==> src/rtl/shift_pkg.sv <==
// Shared types and constants for the shift sequencer and its barrel shifter.
// The helper decides whether a command needs the second shifter pass.
package shift_pkg;

  localparam int SHIFT_WIDTH = 32;

  typedef enum logic [1:0] {
    SHIFT_SLL = 2'b00,
    SHIFT_SRL = 2'b01,
    SHIFT_ROL = 2'b10,
    SHIFT_SRA = 2'b11
  } shift_op_e;

  typedef enum logic [1:0] {
    IDLE  = 2'b00,
    PASS1 = 2'b01,
    PASS2 = 2'b10,
    DONE  = 2'b11
  } seq_state_e;

  // ROL wraps the bits lost in pass 1; SRA only needs a sign mask for negative operands.
  function automatic logic needs_second_pass(input shift_op_e op,
                                             input logic amt_nz,
                                             input logic msb);
    case (op)
      SHIFT_ROL: return amt_nz;
      SHIFT_SRA: return amt_nz & msb;
      default:   return 1'b0;
    endcase
  endfunction

endpackage

==> src/rtl/barrel_shifter.sv <==
// Combinational logical barrel shifter: dir=0 shifts left, dir=1 shifts right.
module barrel_shifter #(
  parameter  int WIDTH = 32,
  localparam int SHW   = $clog2(WIDTH)
) (
  input  logic [WIDTH-1:0] data_in,
  input  logic [SHW-1:0]   shift_amt,
  input  logic             dir,
  output logic [WIDTH-1:0] data_out
);

  // Zero-filling shift in the selected direction.
  always_comb begin
    data_out = {WIDTH{1'b0}};
    if (dir) begin
      data_out = data_in >> shift_amt;
    end else begin
      data_out = data_in << shift_amt;
    end
  end

endmodule

==> src/rtl/shift_sequencer.sv <==
// Multi-cycle shift unit: SLL/SRL in one barrel_shifter pass, ROL/SRA in two,
// with a valid/ready command input and a registered valid/ready result.
module shift_sequencer
  import shift_pkg::*;
#(
  parameter  int WIDTH = SHIFT_WIDTH,
  localparam int SHW   = $clog2(WIDTH)
) (
  input  logic             clk,
  input  logic             rst_n,
  input  logic             in_valid,
  output logic             in_ready,
  input  logic [WIDTH-1:0] in_data,
  input  logic [SHW-1:0]   in_amt,
  input  logic [1:0]       in_op,
  output logic             out_valid,
  input  logic             out_ready,
  output logic [WIDTH-1:0] out_data
);

  seq_state_e       state_r;
  seq_state_e       next_state_s;
  logic [WIDTH-1:0] operand_r;
  logic [WIDTH-1:0] partial_r;
  logic [WIDTH-1:0] out_data_r;
  logic [SHW-1:0]   amt_r;
  shift_op_e        op_r;

  logic [WIDTH-1:0] bs_data_s;
  logic [WIDTH-1:0] bs_out_s;
  logic [SHW-1:0]   bs_amt_s;
  logic             bs_dir_s;
  logic             need_pass2_s;
  logic             accept_s;

  assign in_ready     = (state_r == IDLE);
  assign out_valid    = (state_r == DONE);
  assign out_data     = out_data_r;
  assign accept_s     = in_valid & in_ready;
  assign need_pass2_s = needs_second_pass(op_r, (amt_r != {SHW{1'b0}}), operand_r[WIDTH-1]);

  barrel_shifter #(.WIDTH(WIDTH)) u_barrel_shifter (
    .data_in   (bs_data_s),
    .shift_amt (bs_amt_s),
    .dir       (bs_dir_s),
    .data_out  (bs_out_s)
  );

  // State register.
  always_ff @(posedge clk or negedge rst_n) begin
    if (!rst_n) begin
      state_r <= IDLE;
    end else begin
      state_r <= next_state_s;
    end
  end

  // Next-state logic.
  always_comb begin
    next_state_s = state_r;
    case (state_r)
      IDLE: begin
        if (accept_s) begin
          next_state_s = PASS1;
        end else begin
          next_state_s = IDLE;
        end
      end
      PASS1: begin
        if (need_pass2_s) begin
          next_state_s = PASS2;
        end else begin
          next_state_s = DONE;
        end
      end
      PASS2: next_state_s = DONE;
      DONE: begin
        if (out_ready) begin
          next_state_s = IDLE;
        end else begin
          next_state_s = DONE;
        end
      end
      default: next_state_s = IDLE;
    endcase
  end

  // Shifter operand steering; idle states drive zeros.
  always_comb begin
    bs_data_s = {WIDTH{1'b0}};
    bs_amt_s  = {SHW{1'b0}};
    bs_dir_s  = 1'b0;
    case (state_r)
      PASS1: begin
        bs_data_s = operand_r;
        bs_amt_s  = amt_r;
        bs_dir_s  = (op_r == SHIFT_SRL) || (op_r == SHIFT_SRA);
      end
      PASS2: begin
        // WIDTH-amt truncated to SHW bits is simply the two's complement of amt.
        bs_amt_s = {SHW{1'b0}} - amt_r;
        if (op_r == SHIFT_SRA) begin
          bs_data_s = {WIDTH{1'b1}};
          bs_dir_s  = 1'b0;
        end else begin
          bs_data_s = operand_r;
          bs_dir_s  = 1'b1;
        end
      end
      default: begin
        bs_data_s = {WIDTH{1'b0}};
        bs_amt_s  = {SHW{1'b0}};
        bs_dir_s  = 1'b0;
      end
    endcase
  end

  // Command capture, partial result and output register.
  always_ff @(posedge clk or negedge rst_n) begin
    if (!rst_n) begin
      operand_r  <= {WIDTH{1'b0}};
      amt_r      <= {SHW{1'b0}};
      op_r       <= SHIFT_SLL;
      partial_r  <= {WIDTH{1'b0}};
      out_data_r <= {WIDTH{1'b0}};
    end else begin
      case (state_r)
        IDLE: begin
          if (accept_s) begin
            operand_r <= in_data;
            amt_r     <= in_amt;
            op_r      <= shift_op_e'(in_op);
          end
        end
        PASS1: begin
          partial_r <= bs_out_s;
          if (!need_pass2_s) begin
            out_data_r <= bs_out_s;
          end
        end
        PASS2: out_data_r <= partial_r | bs_out_s;
        default: begin
          out_data_r <= out_data_r;
        end
      endcase
    end
  end

endmodule

==> config.mk <==
export PLATFORM = sky130hd
export DESIGN_NAME = shift_sequencer
export DESIGN_NICKNAME = d
export VERILOG_FILES = /design/src/rtl/shift_pkg.sv /design/src/rtl/barrel_shifter.sv /design/src/rtl/shift_sequencer.sv
export SDC_FILE = /design/constraint.sdc
export NUM_CORES = 1
export LEC_CHECK = 0
export ABC_AREA = 1
export CAP_MARGIN = 20
export CELL_PAD_IN_SITES_DETAIL_PLACEMENT = 1
export CELL_PAD_IN_SITES_GLOBAL_PLACEMENT = 1
export CORE_MARGIN = 2
export CORE_UTILIZATION = 40
export DETAILED_ROUTE_END_ITERATION = 8
export PLACE_DENSITY_LB_ADDON = 0.1
export SLEW_MARGIN = 25
export SYNTH_ARGS = -nofsm -noshare
export SYNTH_HDL_FRONTEND = slang
export SYNTH_SLANG_ARGS = --single-unit
export TNS_END_PERCENT = 10
==> constraint.sdc <==
create_clock -name clk -period 6.4 [get_ports clk]
set_input_delay 0.64 -clock clk [delete_from_list [all_inputs] [get_ports clk]]
set_output_delay 0.64 -clock clk [all_outputs]
set_load 0.05 [all_outputs]
==> results of run 1 <==
==> critical path, delay by kind of cell (launching register included) <==
kind	cells	cell delay, ns
buffers and inverters	5	1.57
AND/OR/NAND/NOR	5	0.81
AO/OA/AOI/OAI	2	0.42
flip-flops	1	0.41
adder cells (fa/ha/maj)	1	0.31
==> flip-flops by register name, summed over array words and instances (netlist names) <==
name	cells
op_r	2
out_data	32
partial_r	32
amt_r	5
state_r	2
operand_r	32
==> final timing paths <==
path	to	from	slack, ns	cells after the start
setup / recovery	partial_r[18]	state_r[1]	2.70	13
hold / removal	operand_r[10]	rst_n	0.28	1
hold reg to reg	partial_r[7]	partial_r[7]	0.49	2
setup reg to reg	partial_r[18]	state_r[1]	2.70	13
max in group asynchronous	partial_r[5]	rst_n	4.90	2
min in group clk	partial_r[7]	partial_r[7]	0.49	2
==> cell usage in the layout, fill, tap and decap left out <==
master,synthesis,layout
inv_1,72,72
o211ai_1,11,11
clkinv_4,0,1
nand2_1,393,390
inv_2,6,5
dfrtp_1,105,105
nand4_1,12,12
a211oi_1,1,1
ha_1,6,6
nand3_2,1,1
clkinv_1,1,1
or2_1,2,2
nand3_1,379,379
a21oi_1,59,58
nand2_2,2,5
clkbuf_16,0,9
clkinv_8,0,1
o21ai_1,2,2
clkinvlp_4,0,1
o21a_1,5,5
clkdlybuf4s50_1,0,75
nor2_2,0,1
clkinv_2,0,1
nor2_1,80,79
nor3_1,2,2
o21ai_0,17,17
a21oi_2,0,1
inv_6,0,2
clkbuf_1,26,1
mux2_2,1,1
nor3_2,1,1
inv_8,0,1
or2_2,16,16
and2_1,1,1
o21ai_2,1,1
buf_4,3,15
==> cell type report <==
type,count,area (µm²)
Clock buffer,10,229
Clock inverter,6,61.3
Fill cell,2611,10400
Inverter,79,298
Multi-Input combinational cell,992,4540
Sequential cell,105,2630
Tap cell,265,332
Timing Repair Buffer,90,863
==> layer usage <==
metal / up-vias / track usage / share of wire
li1: 4191 / - / -
met1: 4230 / 0.398 / 0.44
met2: 265 / 0.488 / 0.46
met3: 60 / 0.0503 / 0.061
met4: 0 / 0.103 / 0.034
met5: - / 0 / 0
==> metrics by stage <==
step / area [µm²] / util / hold WS [ns]
after floorplan: 7830 / - / 0.344
after global placement: 8650 / 0.447 / 0.462
after detailed placement: 8650 / 0.447 / 0.466
after CTS: 8940 / 0.462 / 0.305
after global routing: 8950 / 0.463 / 0.334
final: 8950 / 0.463 / 0.275
==> logic make-up after synthesis <==
kind of cell	Yosys count
simple gates	889
fa+ha+maj	6
buf+inv	160
flops	105
compound gates	96
mux	1
==> impl_results.md, run 1 <==
- Max incr delay on CP: about 0.45 ns
- Critical path type: flop to flop
- CTS Buffer Depth: 2
- Main flop type after synthesis: dfrtp_1
- Synth Area per Inst: between 6 and 7 µm²
- Die Wd: 144 µm
- Status: completed
- GR Overflow Total: 0
- Number of global-route vias before repair: 8881
- Residual DRC: 0
- Initial core utilization: 0.405
- Area contributors post-synth: dfrtp_1 (34%), nand3_1 (24%), nand2_1 (19%)
- Final Hold Vio Count: 0
- Endpoint type of the worst setup path: flop
- Num rows: 51
- Final net count: approximately 1300
- First-pass detailed-route iteration total: 5
- Root buf cell: clkbuf_16
- Num CTS Buffers: 9
- Slew Limit Headroom: 0.356
- Top cells by count, synth: nand2_1 (393), nand3_1 (379), dfrtp_1 (105), nor2_1 (80), inv_1 (72)
- Final wirelength: slightly below 30000 µm
- Count leader, synth: nand2_1
- Compound-gate portion of the synthesized area: 0.0673
- Highest Clock Rate: about 270 MHz
- Synth Instances: between 1000 and 1500
- Port Buffers: 76
- TritonCTS Sinks: around 110
- DP HPWL: around 22000 µm
- # setup viols final: 0
- Post_cts resized: 0
- CP Max Fanout: 44
- Post-Synth Simple-Gate Area: 0.499
- Worst-margin pin slew: 0.962 ns
- Setup TNS: 0 ns
- Worst setup SP type: flop
- Worst skew pair latency: around 0.37 ns
- EDFF count, synth: 0
- PnR worst setup slack: 2.70 ns
- CTS tree: yes
- Max-cap viol count: 0
- Ys async rst share: 1.00
- Clock slew at reported path FFs: 0.08 ns
- Initial antenna violation count: 0
- Min Tclk post-route: 3.70 ns
- GRT Total Usage: 0.298
- Post-Synthesis Net Count: between 1000 and 1500
- Mux share of post-synthesis cell area: 0.00144
- Yosys reg bits: roughly 110
- Top cell type by total area after synthesis: dfrtp_1
- Placement Setup Slack: between 2 and 3 ns
- Adder-cell area share of the yosys netlist: 0.00959
- Placed Instances: approximately 1500
- Critical Path RT: 6.64 ns
- Die height: about 140 µm
- Mapped Area: approximately 7800 µm²
- Routed Antenna Nets: 0
- Non-Filler Instances: 1547
- Crit share post-route: 0.578
- # IOs: between 70 and 80
- Clk_skew: between 0.01 and 0.015 ns
- CP max-delay cell: buf_4
- Largest net degree at the start of global routing: 79
- # H-tree levels: 3
- Ant diodes: 0
- # Post-CTS Setup Buffers: 0
- Drt first-iter violations: roughly 820
- Die area: ~21000 µm²
- CORE AREA: between 15000 and 20000 µm²
- Worst endpoint data arrival time: 3.95 ns
- Final GP Congestion: 0.973
- CP cell instances: inv_1, ha_1, buf_4, inv_2, o21ai_2, nand2_2, inv_1, nor2_1, buf_4, nand3_1, nand3_1, nand2_1, o21ai_0
- Layout area overhead: 14.3%
- RSZ-0062 raised after global routing: false
- Post-synth top area share: 0.336
- Max Slew Vio Count: 0
- Synth unique cells: 30
- Post-synthesis xor/xnor area fraction: 0
- Sequential element share of the synthesized area: 0.336
- HP Class: input pin to asynchronous set/reset pin
- DR WL/cell: 19.0 µm
- Syn. warnings: 0
- Hold buffers post-CTS: 0
- Vias per std cell: between 5 and 6
- Largest family of logic cells by synthesized area: simple AND/OR/NAND/NOR gates
- First-pass GRT wire length: roughly 48000 µm
- DR vias: approximately 9000
- Layout cells sized above 1: 0.0491
Power of run 1 is not shown: default switching activity piles up to over one toggle a cycle in this logic, so the estimate is an artifact.
==> run 2: changes to the inputs <==
--- a/config.mk
+++ b/config.mk
@@ -10,7 +10,7 @@
 export CELL_PAD_IN_SITES_DETAIL_PLACEMENT = 1
 export CELL_PAD_IN_SITES_GLOBAL_PLACEMENT = 1
 export CORE_MARGIN = 2
-export CORE_UTILIZATION = 40
+export CORE_UTILIZATION = 37
 export DETAILED_ROUTE_END_ITERATION = 8
 export PLACE_DENSITY_LB_ADDON = 0.1
 export SLEW_MARGIN = 25
==> constraint.sdc (replaced) <==
create_clock -name clk -period 3.02 [get_ports clk]
set_input_delay 0.302 -clock clk [delete_from_list [all_inputs] [get_ports clk]]
set_output_delay 0.302 -clock clk [all_outputs]
set_load 0.05 [all_outputs]
==> impl_results.md, run 2 (synthesis results as in run 1) <==
- Residual DRC: 0 (unchanged)
- Final GP Congestion: 0.985 (+1.2%)
- Min Tclk post-route: 2.79 ns (-0.914 ns)
- CTS tree: yes
- Highest Clock Rate: 359 MHz (+33%)
- Commonest non-fill, non-tap cell in the layout: nand2_1
- Met1 Track Usage GR: 0.386 (-0.0123)
- Slew Limit Headroom: 0.538 (+0.182)
- R2r setup slk: 0.23 ns (-2.47 ns)
- First-pass GRT wire length: 48600 µm (+1.5%)
- M3 GR Usage: 0.0393 (-0.0110)
- Worst-margin pin slew: 0.693 ns (-0.269 ns)
- Met2 Use GR: 0.465 (-0.0236)
- Final Hold Vio Count: 0 (unchanged)
- Clk_skew: 0.0122 ns (+0.00183 ns)
- Endpoint type of the worst setup path: flop
- TritonCTS Sinks: 105 (unchanged)
- Final net count: 1356 (+2.3%)
- Critical path type: flop to flop
- CP Max Fanout: 16 (-64%)
- Die height: 149 µm (+3.9%)
- Worst endpoint data arrival time: 3.05 ns (-0.90 ns)
- Worst reg2reg startpoint: state_r[0]
- Layout area overhead: 18.9%
- WHS Endpoint: partial_r[6]
- HP Class: flop to flop
- Largest net degree at the start of global routing: 68 (-14%)
- Hold depth: 2
- Initial core utilization: 0.375 (-0.0301)
- Vias per std cell: 5.59 (-1.1%)
- # Post-CTS Setup Buffers: 0 (unchanged)
- R2r endpoint: out_data[9]
- RSZ-0062 raised after global routing: false
- GRT Max-Usage Layer: met2
- Root buf cell: clkbuf_16
- Die Wd: 149 µm (+3.9%)
- Max Slew Vio Count: 0 (unchanged)
- Max-cap viol count: 0 (unchanged)
- Num CTS Buffers: 9 (unchanged)
- CTS Buffer Depth: 2 (unchanged)
- DP HPWL: 23100 µm (+5.1%)
- # setup viols final: 0 (unchanged)
- FF/Latch Area: 2630 µm² (unchanged)
- Final wirelength: 30100 µm (+2.7%)
- Routed Antenna Nets: 0 (unchanged)
- Number of global-route vias before repair: 8880 (-0.011%)
- Worst setup SP type: flop
- Die area: 22300 µm² (+7.9%)
- # IOs: 77 (unchanged)
- Critical Path RT: 3.28 ns (-3.36 ns)
- GRT Total Usage: 0.279 (-0.0192)
- Filler cells: 2802 (+7.3%)
- Layout cells sized above 1: 0.0716 (+0.0225)
- Initial antenna violation count: 0 (unchanged)
- DR vias: 8874 (+1.5%)
- Drt first-iter violations: 689 (-16%)
- Setup TNS: 0 ns (unchanged)
- Multi-input logic area: 4540 µm² (+0.17%)
- Crit share post-route: 0.923 (+0.345)
- CORE AREA: 20900 µm² (+8.0%)
- Num rows: 53 (+3.9%)
- Ant diodes: 0 (unchanged)
- DR WL/cell: 19.0 µm (+0.15%)
- R2R cell count: 14 (+1)
- Most frequent cells in the layout: nand2_1 (390), nand3_1 (379), dfrtp_1 (105), nor2_1 (79), clkdlybuf4s50_1 (75)
- GR Overflow Total: 0 (unchanged)
- Worst skew pair latency: 0.37 ns (about the same)
- Worst hold start: partial_r[6]
- Status: completed
- Port Buffers: 76 (unchanged)
- # H-tree levels: 3 (unchanged)
- First-pass detailed-route iteration total: 5 (unchanged)
- Clock slew at reported path FFs: 0.08 ns (about the same)
run 2: worst max-delay path by stage:
stage | from | cells past startpoint | end | slack [ns]
floorplan | amt_r[0] | 15 | partial_r[10] | 0.75
global placement | state_r[0] | 15 | out_data[1] | 0.25
detailed placement | state_r[0] | 15 | partial_r[1] | 0.18
CTS | state_r[0] | 15 | partial_r[1] | 0.14
global route | state_r[0] | 16 | partial_r[7] | 0.02
finish | state_r[0] | 14 | out_data[9] | 0.23
run 2: final cells by class:
| type | count | share of cell area |
|---|---|---|
| clock inverter | 6 | 0.00672 |
| multi-input combinational | 992 | 0.488 |
| sequential | 105 | 0.282 |
| clock buffer | 10 | 0.0246 |
| timing repair buffer | 120 | 0.129 |
| inverter | 79 | 0.0319 |
| tap | 275 | 0.0370 |
run 2: layer usage:
layer  vias to the layer above  part of all wire
li1                       4259                 -
met1                      4337              0.46
met2                       247              0.47
met3                        31             0.050
met4                         0             0.015
met5                         -                 0
run 2: worst max-delay path: stages, from the launching register on:
cell      delay (ns)
dfrtp_1         0.41
inv_1           0.08
ha_1            0.32
nor2_1          0.25
nor3_2          0.09
buf_12          0.16
nand2_1         0.14
o21ai_0         0.12
buf_4           0.16
nand2_1         0.09
nor2_1          0.09
o211ai_1        0.44
nand3_1         0.18
nand2_1         0.10
inv_1           0.04
run 2: repair_timing:
action | in CTS | in global routing
gates resized for setup | 0 | 2
hold endpoints to repair | 5 | 0
hold buffers | 1 | 0
setup endpoints to repair | 0 | 4
run 2: stage by stage:
stage	cells	util	setup slack [ns]	area, µm²	hold slack, ns
2_1_floorplan	1257	-	0.746	7830	0.00641
3_3_place_gp	1570	0.431	0.248	9000	0.381
3_5_place_dp	1570	0.431	0.180	9000	0.382
4_1_cts	1587	0.445	0.142	9300	0.492
5_1_grt	1587	0.446	0.0228	9310	0.506
6_report	1587	0.446	0.231	9310	0.488
Power of run 2 is left out for the same reason.
